### src/rtl/rr_arb_oh_pkg.sv
// Shared helpers for the round-robin one-hot arbiters: FSM encodings, one-hot to index
// conversion and the pointer rotation. Vectors are handled at a fixed width of MaxReq bits.
package rr_arb_oh_pkg;

    localparam int unsigned MaxReq      = 32;
    localparam int unsigned MaxIdxWidth = 5;

    localparam logic [0:0] ST_FREE   = 1'b0;
    localparam logic [0:0] ST_LOCKED = 1'b1;

    typedef logic [MaxReq-1:0]      req_vec_t;
    typedef logic [MaxIdxWidth-1:0] req_idx_t;

    // OR of the indices of all set bits; exact for one-hot input, zero for zero input.
    function automatic req_idx_t oh_to_idx(input req_vec_t oh);
        req_idx_t idx;
        idx = '0;
        for (int i = 0; i < MaxReq; i++) begin
            if (oh[i]) idx |= req_idx_t'(i);
        end
        return idx;
    endfunction

    // Rotate the low n bits of v left by one; bit n-1 wraps to bit 0.
    function automatic req_vec_t rotl1(input req_vec_t v, input int unsigned n);
        req_vec_t mask;
        mask = (n >= MaxReq) ? '1 : ((req_vec_t'(1) << n) - req_vec_t'(1));
        return ((v << 1) | (v >> (n - 1))) & mask;
    endfunction

endpackage

### src/rtl/rr_arb_oh_pick.sv
// Combinational one-hot priority pick: first set bit of req_i at or after ptr_oh_i,
// wrapping. Subtracting the pointer from the doubled request vector isolates the winner.
module oh_prio_pick #(
    parameter int unsigned NumReq = 4
) (
    input  logic [NumReq-1:0] req_i,
    input  logic [NumReq-1:0] ptr_oh_i,
    output logic [NumReq-1:0] gnt_oh_o
);

    logic [2*NumReq-1:0] req_dbl;
    logic [2*NumReq-1:0] borrow;
    logic [2*NumReq-1:0] win_dbl;

    assign req_dbl = {req_i, req_i};
    // The borrow ripples from the pointer up to the first request, clearing exactly that bit.
    assign borrow  = req_dbl - {{NumReq{1'b0}}, ptr_oh_i};
    assign win_dbl = req_dbl & ~borrow;

    // Upper-half hits are the wrapped-around winners.
    assign gnt_oh_o = win_dbl[NumReq-1:0] | win_dbl[2*NumReq-1:NumReq];

endmodule

### src/rtl/rr_arb_oh.sv
// Round-robin arbiter with one-hot grant (mux select) and valid/ready merge; grant is held
// while stalled. Optional packet lock with per-beat last flags: define RR_ARB_PKT_LOCK_EN.
module rr_arb_oh
    import rr_arb_oh_pkg::*;
#(
    parameter int unsigned NumReq   = 4,
    parameter int unsigned IdxWidth = (NumReq > 1) ? $clog2(NumReq) : 1
) (
    input  logic                clk,
    input  logic                rst_n,
    input  logic [NumReq-1:0]   req_valid_i,
`ifdef RR_ARB_PKT_LOCK_EN
    input  logic [NumReq-1:0]   req_last_i,
`endif
    output logic [NumReq-1:0]   req_ready_o,
    output logic                out_valid_o,
    input  logic                out_ready_i,
    output logic [NumReq-1:0]   grant_oh_o,
    output logic [IdxWidth-1:0] grant_idx_o
);

    logic [NumReq-1:0] ptr_q, ptr_d;
    logic [0:0]        lock_q, lock_d;
    logic [NumReq-1:0] locked_grant_q, locked_grant_d;

    logic [NumReq-1:0] pick_oh;
    logic [NumReq-1:0] grant_oh;
    logic              handshake;
    logic              last_beat;

    oh_prio_pick #(
        .NumReq(NumReq)
    ) u_pick (
        .req_i   (req_valid_i),
        .ptr_oh_i(ptr_q),
        .gnt_oh_o(pick_oh)
    );

    // Gated by rst_n so every output is quiet for the whole time reset is held.
    always_comb begin
        // NOTE: every always_comb output gets a default first, otherwise a latch is inferred.
        grant_oh = '0;
        if (rst_n) begin
            grant_oh = (lock_q == ST_LOCKED) ? locked_grant_q : pick_oh;
        end
    end

    assign grant_oh_o  = grant_oh;
    assign grant_idx_o = IdxWidth'(oh_to_idx(req_vec_t'(grant_oh)));
    assign out_valid_o = |(grant_oh & req_valid_i);
    assign req_ready_o = grant_oh & {NumReq{out_ready_i}};
    assign handshake   = out_valid_o & out_ready_i;

`ifdef RR_ARB_PKT_LOCK_EN
    assign last_beat = |(grant_oh & req_last_i);
`else
    assign last_beat = 1'b1;
`endif

    always_comb begin
        ptr_d          = ptr_q;
        lock_d         = lock_q;
        locked_grant_d = locked_grant_q;

        // The winner of a completed transfer drops to lowest priority.
        if (handshake && last_beat) begin
            ptr_d = NumReq'(rotl1(req_vec_t'(grant_oh), NumReq));
        end

`ifdef RR_ARB_PKT_LOCK_EN
        // Packet mode: once granted, stay locked until the last beat is accepted.
        if (lock_q == ST_LOCKED) begin
            if (handshake && last_beat) lock_d = ST_FREE;
        end else if (out_valid_o && !(handshake && last_beat)) begin
            lock_d         = ST_LOCKED;
            locked_grant_d = grant_oh;
        end
`else
        // Stalled transfer: hold; handshake or a dropped valid releases.
        if (lock_q == ST_LOCKED) begin
            if (handshake || !out_valid_o) lock_d = ST_FREE;
        end else if (out_valid_o && !out_ready_i) begin
            lock_d         = ST_LOCKED;
            locked_grant_d = grant_oh;
        end
`endif
    end

    always_ff @(posedge clk or negedge rst_n) begin
        if (!rst_n) begin
            ptr_q          <= NumReq'(1);
            lock_q         <= ST_FREE;
            locked_grant_q <= '0;
        end else begin
            // NOTE: state flops use non-blocking assignments so all of them update from
            // the same pre-edge values, independent of statement order.
            ptr_q          <= ptr_d;
            lock_q         <= lock_d;
            locked_grant_q <= locked_grant_d;
        end
    end

`ifndef SYNTHESIS
    a_grant_onehot0: assert property (@(posedge clk) disable iff (!rst_n)
        $onehot0(grant_oh));

`ifdef RR_ARB_PKT_LOCK_EN
    // Valid may dip between beats of a locked packet, so only free-running grants are checked.
    a_grant_subset: assert property (@(posedge clk) disable iff (!rst_n)
        (lock_q == ST_FREE) |-> ((grant_oh & ~req_valid_i) == '0));
`else
    a_grant_subset: assert property (@(posedge clk) disable iff (!rst_n)
        (grant_oh & ~req_valid_i) == '0);
`endif
`endif

endmodule

### config.mk
export PLATFORM = sky130hd
export DESIGN_NAME = rr_arb_oh
export DESIGN_NICKNAME = d
export VERILOG_FILES = /design/src/rtl/rr_arb_oh_pkg.sv /design/src/rtl/rr_arb_oh_pick.sv /design/src/rtl/rr_arb_oh.sv
export SDC_FILE = /design/constraint.sdc
export NUM_CORES = 1
export LEC_CHECK = 0
export CORE_MARGIN = 4
export CORE_UTILIZATION = 42
export CTS_CLUSTER_SIZE = 8
export DETAILED_ROUTE_END_ITERATION = 10
export MAX_ROUTING_LAYER = met4
export PLACE_DENSITY = 0.84
export SLEW_MARGIN = 20
export SYNTH_ARGS = -nofsm -noshare
export SYNTH_HDL_FRONTEND = slang
export SYNTH_HIERARCHICAL = 1
export SYNTH_SLANG_ARGS = --single-unit
### constraint.sdc
create_clock -name clk -period 3.04 [get_ports clk]
set_input_delay 0.608 -clock clk [delete_from_list [all_inputs] [get_ports clk]]
set_output_delay 0.608 -clock clk [all_outputs]
set_load 0.01 [all_outputs]
### Yosys cells after proc, flatten, opt, wreduce, memory -nomap -nowiden

Cells that the tools add are included.

| word-level totals | value |
|---|---|
| register bits | 9 |
| input bits | 7 |
| output and inout port bits | 11 |
| logic and storage cells | 26 |

| cells by class | value |
|---|---|
| add/sub/neg operators | 1 |
| multiplexer cells | 8 |
| bitwise logic cells | 8 |
| reduce and logical (&&, ||, !) cells | 6 |

Operator list:

| kind | count |
|---|---|
| $and A4 B4 Y4 | 2 |
| $and A8 B8 Y8 | 1 |
| $mux W4 | 2 |
| $not A8 Y8 | 1 |
| $sub A8 B4 Y8 | 1 |
| $mux W1 | 4 |
| $mux W2 | 2 |
| $or A4 B1 Y4 | 1 |
| $or A4 B4 Y4 | 1 |
| $reduce_or A4 Y1 | 1 |
| $logic_not A1 Y1 | 2 |
| $reduce_and A2 Y1 | 1 |
| $and A1 B1 Y1 | 1 |
| $logic_and A1 B1 Y1 | 1 |
| $logic_or A1 B1 Y1 | 1 |
| $not A1 Y1 | 1 |

### Logic depth before layout (Yosys ltp)

Gate-level depths: netlist (run 1).

| depth | value |
|---|---|
| depth in word-level cells | 12 |
| gate-level depth with buffers | 10 |
| depth with buffers taken out | 10 |

### Modules after synthesis

Netlist (run 1), hierarchy kept.

By module, submodules not included:

| module | times used | cells an instance | area each (µm²) | seq. area each (µm²) |
|---|---|---|---|---|
| rr_arb_oh | 1 | 43 | 508.0 | 226.5 |
| oh_prio_pick | 1 | 24 | 186.4 | 0.0 |

### Worst setup path before layout (run 1)

Ideal clock, no wire load.

| timing path | value |
|---|---|
| kind | input to output |
| start point | in req_valid_i[1] |
| end point | out grant_idx_o[1] |
| arrival | 2,484 ps |
| data required time | 2,432 ps |
| setup slack | -52 ps |
| cell stages on the path | 9 |
| buffers on the path | 0 |
| cells stage by stage | inv_1 fa_1 and2b_1 o21ai_1 nor4b_1 o31a_1 mux2i_1 and2b_2 or2_2 |

| on the way | value |
|---|---|
| longest elaborated chain between the ends | 8 |

RTL lines:

| item | RTL line | text |
|---|---|---|
| from (decl) | rr_arb_oh.sv:11 | `input logic [NumReq-1:0] req_valid_i,` |
| $sub A8 B4 Y8 | rr_arb_oh_pick.sv:17 | `assign borrow = req_dbl - {{NumReq{1'b0}}, ptr_oh_i};` |
| $not A8 Y8 | rr_arb_oh_pick.sv:18 | `assign win_dbl = req_dbl & ~borrow;` |
| $and A8 B8 Y8 | rr_arb_oh_pick.sv:18 |  |
| $or A4 B4 Y4 | rr_arb_oh_pick.sv:21 | `assign gnt_oh_o = win_dbl[NumReq-1:0] \| win_dbl[2*NumReq-1:NumReq];` |
| named net pick_oh[2] | rr_arb_oh.sv:26 | `logic [NumReq-1:0] pick_oh;` |
| $mux W4 | rr_arb_oh.sv:44 | `grant_oh = (lock_q == ST_LOCKED) ? locked_grant_q : pick_oh;` |
| $mux W4 | rr_arb_oh.sv:43 | `if (rst_n) begin` |
| named net grant_oh_o[2] | rr_arb_oh.sv:18 | `output logic [NumReq-1:0] grant_oh_o,` |
| $mux W2 (2 in series) | rr_arb_oh_pkg.sv:19 | `if (oh[i]) idx \|= req_idx_t'(i);` |
| to (decl) | rr_arb_oh.sv:19 | `output logic [IdxWidth-1:0] grant_idx_o` |

The timed path passes the listed nets, and every way through them passes these cells.

### Final worst setup path (run 1)

| timing path | value |
|---|---|
| start point | reg ptr_q[0] |
| end point | out grant_idx_o[1] |

| on the way | value |
|---|---|
| longest elaborated chain between the ends | 8 |

RTL lines:

| item | RTL line | text |
|---|---|---|
| from (decl) | rr_arb_oh.sv:22 | `logic [NumReq-1:0] ptr_q, ptr_d;` |
| from (signal assigned) | rr_arb_oh.sv:91 | `ptr_q <= NumReq'(1);` |
| from (signal assigned) | rr_arb_oh.sv:97 | `ptr_q <= ptr_d;` |
| $sub A8 B4 Y8 | rr_arb_oh_pick.sv:17 |  |
| $not A8 Y8 | rr_arb_oh_pick.sv:18 |  |
| $and A8 B8 Y8 | rr_arb_oh_pick.sv:18 |  |
| $or A4 B4 Y4 | rr_arb_oh_pick.sv:21 |  |
| named net pick_oh[2] | rr_arb_oh.sv:26 |  |
| $mux W4 | rr_arb_oh.sv:44 |  |
| $mux W4 | rr_arb_oh.sv:43 |  |
| $mux W2 (2 in series) | rr_arb_oh_pkg.sv:19 |  |

The timed path passes the listed nets, and every way through them passes these cells.

==> results of run 1 <==
[placed cells by master, fill, tap and decap left out]
master | netlist | layout
clkbuf_1 | 0 | 1
buf_12 | 0 | 1
nor2b_4 | 0 | 1
xnor2_1 | 1 | 1
mux2i_2 | 0 | 1
o21ai_2 | 3 | 4
a211oi_2 | 0 | 1
o22ai_2 | 2 | 1
a21oi_2 | 0 | 1
clkdlybuf4s50_1 | 0 | 2
nor2b_1 | 5 | 2
o21a_1 | 3 | 3
ha_4 | 0 | 3
and2_1 | 4 | 4
and2b_1 | 2 | 1
nor2b_2 | 1 | 3
nor4_1 | 1 | 1
buf_2 | 0 | 5
fa_2 | 0 | 1
dfrtp_1 | 8 | 8
clkbuf_4 | 0 | 3
buf_4 | 0 | 21
mux2_2 | 8 | 8
inv_1 | 4 | 2
clkbuf_2 | 0 | 1
nand2_1 | 5 | 4
mux2i_1 | 4 | 3
inv_2 | 0 | 1
nor4b_4 | 0 | 1
nand2_2 | 0 | 1
and2b_2 | 1 | 2
or2_4 | 0 | 3
buf_6 | 1 | 6
inv_4 | 0 | 1
dfstp_2 | 1 | 1
o31a_1 | 1 | 1
o22ai_4 | 0 | 1
nor2_1 | 1 | 1
dlygate4sd2_1 | 0 | 4
[registers in the layout, indices dropped and copies added (netlist names)]
register        cells
locked_grant_q      4
ptr_q               4
lock_q              1
[worst max-delay path, stage by stage (launching register included)]
cell and delay (ns):
dfstp_2 0.38, nor2b_4 0.13, fa_2 0.34, and2b_1 0.24, o21ai_2 0.07, nor4b_4 0.12
o31a_1 0.24, mux2i_1 0.17, and2b_2 0.27, or2_4 0.23, buf_6 0.12
[layer usage]
| layer | vias to the layer above | global-route usage |
|---|---|---|
| li1 | 320 | - |
| met4 | 0 | 0.130 |
| met3 | 10 | 0.0399 |
| met5 | - | - |
| met2 | 18 | 0.341 |
| met1 | 344 | 0.205 |
[logic make-up (layout without fill, tap and decap cells)]
kind of cell / Yosys count / in the layout
simple gates: 24 / 24
compound gates: 12 / 12
mux: 12 / 12
flops: 9 / 9
buf+inv: 5 / 48
fa+ha+maj: 4 / 4
xor+xnor: 1 / 1
[worst max path at each step]
stage	start	endpoint	slack [ns]	cells past startpoint
detailed placement	req_valid_i[1]	grant_idx_o[1]	-1.07	11
CTS	ptr_q[0]	grant_idx_o[1]	-0.14	10
floorplan	req_valid_i[1]	grant_idx_o[1]	0.009	9
global placement	req_valid_i[1]	grant_idx_o[1]	-1.01	11
finish	ptr_q[0]	grant_idx_o[1]	-0.15	10
global route	ptr_q[0]	grant_idx_o[1]	-0.26	10
[power groups by stage]
| stage | clock network (W) | logic [W] | registers (W) |
|---|---|---|---|
| after CTS | 0.0000999 | 0.000505 | 0.000190 |
| after global placement | 0 | 0.000396 | 0.000188 |
| after floorplan | 0 | 0.000248 | 0.000180 |
| after global routing | 0.000111 | 0.000613 | 0.000198 |
| final | 0.000101 | 0.000571 | 0.000194 |
| after detailed placement | 0 | 0.000412 | 0.000190 |
[cell type report]
cell class                 count  area share
clock buffer                   4      0.0226
inverter                       4      0.0150
multi-input combinational     53       0.467
sequential                     9       0.194
tap                           16      0.0172
timing repair buffer          40       0.284
[through the flow]
stage / cells / hold slack [ns]
2_1_floorplan: 67 / 0.312
3_3_place_gp: 113 / 0.488
3_5_place_dp: 113 / 0.499
4_1_cts: 125 / 0.513
5_1_grt: 126 / 0.527
6_report: 126 / 0.510
[what timing repair did]
item | in CTS | in global routing
setup endpoints to repair | 19 | 18
setup buffers | 8 | 1
pin swaps | 10 | 6
endpoints found under the hold margin | 0 | 0
gates resized for setup | 65 | 11
==> summary.txt, run 1 <==
Power
  • Total Power: 0.000867 W
  • Clk network pwr share: 0.117
  • Peak VDD IR: 0.000499 V
  • Power Internal: 0.000550 W
  • Comb power frac: 0.659
  • Sequential share of power: 0.224
  • P_sw: 0.000317 W
  • Pleak: 0.548 nW
  • Pwr dens: 744 mW/mm2
  • Sw Share: 0.366

Place
  • I/O Buffers: 17
  • Worst slack, placed: -1.07 ns
  • Cell Area, Placed: 993 um2
  • Detail Placement HPWL: 1320 um
  • GP Congestion: 0.784

Yosys
  • Area share of the largest cell type after synthesis: 0.288
  • Simple-gate share of the synthesized area: 0.209
  • Synth Register Bits: 9
  • Post-synth EDFFs: 0
  • Synth Net Count: 78
  • Largest family of logic cells by synthesized area: simple AND/OR/NAND/NOR gates
  • Synth top cells by count: dfrtp_1 (8), mux2_2 (8), nand2_1 (5), nor2b_1 (5)
  • Top_reg_cell synth: dfrtp_1
  • Async S/R FF share, synth: 1.00
  • Post-synthesis sequential area ratio: 0.326
  • Leading area contributor after synthesis: dfrtp_1
  • Mapped Avg Cell Area: 10.4 um2
  • Mux contribution to synthesized area: 0.187
  • Yosys warning count: 6
  • Mapped cell area: 694 um2
  • Cell count after synthesis: 67
  • XOR/XNOR share of the synthesized area: 0.0126
  • Synth Area in Compound Gates: 0.144
  • Synth top area cells: dfrtp_1 (29%), mux2_2 (13%), mux2i_1 (5.8%)
  • Post-synth cell types: 26
  • Adder-cell share of the synthesized area: 0.0829

STA
  • Minimum clock period: 3.19 ns
  • RSZ-0062 raised after global routing: true
  • Slew @ Worst Pin: 0.288 ns
  • Fin Clk Skew: 0.00504 ns
  • Final worst slack: -0.148 ns
  • Maximum clock frequency: 314 MHz
  • Slew Limit Fails: 0
  • # setup viols final: 7
  • Setup TNS: -0.542 ns
  • Final period utilization: 1.05
  • Final Hold Vio Count: 0
  • Slew Limit Headroom: 0.808

Global routing
  • Aggregate global-route resource usage: 0.200
  • Grt ovf: 0
  • Initial antenna violation count: 0
  • Largest net degree at the start of global routing: 18
  • First-pass GRT wire length: 3500 um
  • Vias in the first global route: 773

Hold path
  • Hold Path End: ptr_q[3]
  • Hold path start: ptr_q[3]
  • Worst Hold Depth: 1
  • Worst hold-check path type: flip-flop to flip-flop

CTS
  • CTS sink count: 9
  • TritonCTS buffer count: 3
  • Clock Path Buffers: 2
  • Clk_lat worst skew: 0.28 ns
  • Root buffer cell: clkbuf_4
  • Clock transition at the registers of the reported paths: 0.07 ns
  • CTS tree: yes
  • H-tree depth: 1
  • Hold_buf cts: 0

Finish
  • FF/Latch Area: 226 um2
  • Finished Cell Area: 0.00116 mm2
  • Diodes inserted: 0
  • Multi-input gate area: 544 um2
  • Layout cells sized above 1: 0.655
  • Fillers: 113
  • Area Growth Syn to Fin: 67.7%
  • NumNets Final: 122
  • Core Util, Final: 0.756

Critical path
  • Worst path required time: 2.43 ns
  • Worst path arrival time: 2.58 ns
  • R2R depth: 13
  • CP Launch Type: flip-flop
  • R2R Path Start: ptr_q[0]
  • WS Path Type: flip-flop to output port
  • Critical path capture point type: output port
  • CP Max Fanout: 5
  • Crit Reg-Reg Endpoint: ptr_q[2]
  • Reg2Reg Setup Slack: 0.13 ns

Detailed routing
  • DRT met1 WL: 862 um
  • Met2 Wirelength: 1130 um
  • DR vias/cell: 5.49
  • Met3 Wirelength: 63 um
  • Wirelength per Cell: 16.9 um
  • First-pass DRT Iterations: 4
  • Via count: 692
  • DRC errors left: 0
  • Top routing layer in use: met4
  • Initial DRC count: 3
  • Antenna violation net count after detailed routing: 0
  • Final wirelength: 2120 um

Floorplanning
  • Row count: 14
  • Chip width: 48.7 um
  • Area of the core: 0.00154 mm2
  • Initial Utilization: 0.450
  • Die height: 48.7 um
  • Die area: 0.00237 mm2
  • IO Pins: 18

Status
  • Status: finished with violations
  • Failing checks: setup timing

Flow run
  • Number of max-cap violations: 0
(Power assumes the default switching activity.)
==> run 2: changes to the inputs <==
--- a/config.mk
+++ b/config.mk
@@ -6,11 +6,12 @@
 export NUM_CORES = 1
 export LEC_CHECK = 0
 export CORE_MARGIN = 4
-export CORE_UTILIZATION = 42
+export CORE_UTILIZATION = 44
+export CTS_BUF_LIST = sky130_fd_sc_hd__clkbuf_8
 export CTS_CLUSTER_SIZE = 8
 export DETAILED_ROUTE_END_ITERATION = 10
 export MAX_ROUTING_LAYER = met4
-export PLACE_DENSITY = 0.84
+export PLACE_DENSITY = 0.87
 export SLEW_MARGIN = 20
 export SYNTH_ARGS = -nofsm -noshare
 export SYNTH_HDL_FRONTEND = slang
==> run 2 against run 1 <==
The flow still finishes with violations (setup timing). Core utilization grew 3.6 points. Critical endpoint unchanged. Critical path depth is 1 higher. Sequential power about the same. Fmax is 1.0% lower. Sequential cell count unchanged. Die area fell by 3.8%. Clock power is 34% higher. Power up 3.4%. Via count fell by 3.6%. Cell count increased by 1.6%. Clock-buffer cell count fell by 1. Global-route usage is 0.28 points higher.
==> summary.txt, run 2 (synthesis results as in run 1) <==
Finish
  • Post-route insts no fill: 128 (+1.6%)
  • Largest registers: locked_grant_q: 4 flops, ptr_q: 4 flops, lock_q: 1 flops
  • Layout cells sized above 1: 0.634 (-0.0206)
  • Most frequent cells in the layout: buf_4 (23), mux2_2 (8), dfrtp_1 (8)
  • Area Growth Syn to Fin: 71.7%
  • NumNets Final: 124 (+1.6%)
  • Fillers: 89 (-21%)
  • Multi-input gate area: 536 um2 (-1.6%)
  • Core Util, Final: 0.792 (+0.0358)
  • Commonest non-fill, non-tap cell in the layout: buf_4
  • Diodes inserted: 0 (unchanged)
  • FF/Latch Area: 226 um2 (unchanged)

Critical path
  • Worst path arrival time: 2.61 ns (+0.03 ns)
  • Critical path capture point type: output port
  • CP Max Fanout: 3 (-2)
  • Worst path required time: 2.43 ns (about the same)
  • CP Launch Type: primary input
  • WS Path Type: primary input to output port

STA
  • # setup viols final: 5 (-2)
  • Final Hold Vio Count: 0 (unchanged)
  • Slew @ Worst Pin: 0.426 ns (+0.138 ns)
  • Minimum clock period: 3.22 ns (+0.0322 ns)
  • Slew Limit Fails: 0 (unchanged)
  • Final period utilization: 1.06 (+0.0106)
  • Final worst slack: -0.180 ns (-0.0322 ns)
  • Maximum clock frequency: 311 MHz (-1.0%)
  • Slew Limit Headroom: 0.715 (-0.0926)
  • Fin Hold WS: 0.511 ns (+0.00104 ns)
  • RSZ-0062 raised after global routing: true
  • Fin Clk Skew: 0.00299 ns (-0.00205 ns)

Floorplanning
  • Area of the core: 0.00151 mm2 (-2.3%)
  • Initial Utilization: 0.461 (+0.0105)
  • Row count: 14 (unchanged)
  • Chip width: 47.7 um (-1.9%)
  • Die area: 0.00228 mm2 (-3.8%)
  • Die height: 47.7 um (-1.9%)
  • IO Pins: 18 (unchanged)

Global routing
  • Aggregate global-route resource usage: 0.203 (+0.00278)
  • Initial antenna violation count: 0 (unchanged)
  • Vias in the first global route: 672 (-13%)
  • First-pass GRT wire length: 3050 um (-13%)
  • Grt ovf: 0 (unchanged)
  • Largest net degree at the start of global routing: 13 (-5)

Detailed routing
  • Antenna violation net count after detailed routing: 0 (unchanged)
  • Via count: 667 (-3.6%)
  • Initial DRC count: 13 (+10)
  • DRC errors left: 0 (unchanged)
  • First-pass DRT Iterations: 4 (unchanged)
  • Final wirelength: 2040 um (-4.1%)
  • DR vias/cell: 5.21 (-5.1%)
  • Wirelength per Cell: 15.9 um (-5.6%)

CTS
  • CTS sink count: 9 (unchanged)
  • CTS tree: yes
  • Clock transition at the registers of the reported paths: 0.05 ns (-0.02 ns)
  • Hold_buf cts: 0 (unchanged)
  • Root buffer cell: clkbuf_8
  • Clock Path Buffers: 2 (unchanged)
  • Clk_lat worst skew: 0.23 ns (-0.05 ns)
  • TritonCTS buffer count: 3 (unchanged)
  • H-tree depth: 1 (unchanged)

Power
  • Pleak: 0.562 nW (+2.6%)
  • Pwr dens: 751 mW/mm2 (+0.98%)
  • Peak VDD IR: 0.000509 V (+2.0%)

Status
  • Status: finished with violations
  • Failing checks: setup timing

Place
  • Detail Placement HPWL: 1330 um (+0.96%)
  • Worst slack, placed: -1.10 ns (-0.0310 ns)
  • GP Congestion: 0.792 (+0.96%)
  • Cells after DPL: 115 (+1.8%)
  • I/O Buffers: 17 (unchanged)

Hold path
  • Worst hold-check path type: flip-flop to flip-flop

Flow run
  • Number of max-cap violations: 0 (unchanged)
[run 2: cell count changes in the layout (fill, tap and decap cells not counted), moves of 2 or more]
cell      delta
clkbuf_4     -3
clkbuf_8     +3
clkbuf_2     +2
buf_2        -3
buf_4        +2
inv_1        +2
[run 2: area by class of cell]
cell class | count | area share
clock buffer | 3 | 0.0346
inverter | 4 | 0.0147
multi-input combinational | 53 | 0.449
timing repair buffer | 42 | 0.292
tap | 16 | 0.0168
clock inverter | 1 | 0.00315
sequential | 9 | 0.190
[run 2: critical path: stages]
cell,delay (ns)
buf_8,0.08
inv_4,0.03
fa_2,0.36
and2b_1,0.25
o21ai_2,0.08
nor4b_4,0.13
o31a_1,0.30
mux2i_1,0.16
and2b_2,0.25
or2_4,0.24
buf_6,0.13
[run 2: what timing repair did]
item	CTS	global route
setup buffers	9	0
endpoints found under the setup margin	19	18
gates cloned	0	0
resized for setup	52	22
pin swaps	9	5
[run 2: metrics by stage]
stage	TNS (ns)	total power (W)	area (um2)
detailed placement	-12.32	0.000611	996
floorplan	0	0.000428	697
finish	-0.574	0.000896	1190
global route	-1.22	0.000952	1190
global placement	-10.94	0.000592	996
CTS	-0.594	0.000820	1130
[run 2: path summary, 6_finish.rpt]
path                              startpoint                end  slack [ns]  cells past startpoint
max reg2reg                         ptr_q[0]           ptr_q[1]        0.04                     13
min                        locked_grant_q[3]  locked_grant_q[3]        0.51                      1
min in group asynchronous              rst_n             lock_q        0.68                      1
max in group asynchronous              rst_n           ptr_q[1]        1.94                      2
min reg2reg                locked_grant_q[3]  locked_grant_q[3]        0.51                      1
max                           req_valid_i[1]     grant_idx_o[1]       -0.18                     11
[run 2: where the power goes]
part / internal (W) / total, W / switching [W]
sequential: 0.000162 / 0.000193 / 0.0000310
clock: 0.0000879 / 0.000135 / 0.0000469
combinational: 0.000338 / 0.000568 / 0.000230
[run 2: layer usage]
layer  vias up  GRT usage  share of wire
met5         -          -              0
met2        19      0.314           0.52
met1       316      0.240           0.40
li1        323          -              -
met3         9     0.0489          0.035
met4         0      0.108          0.044
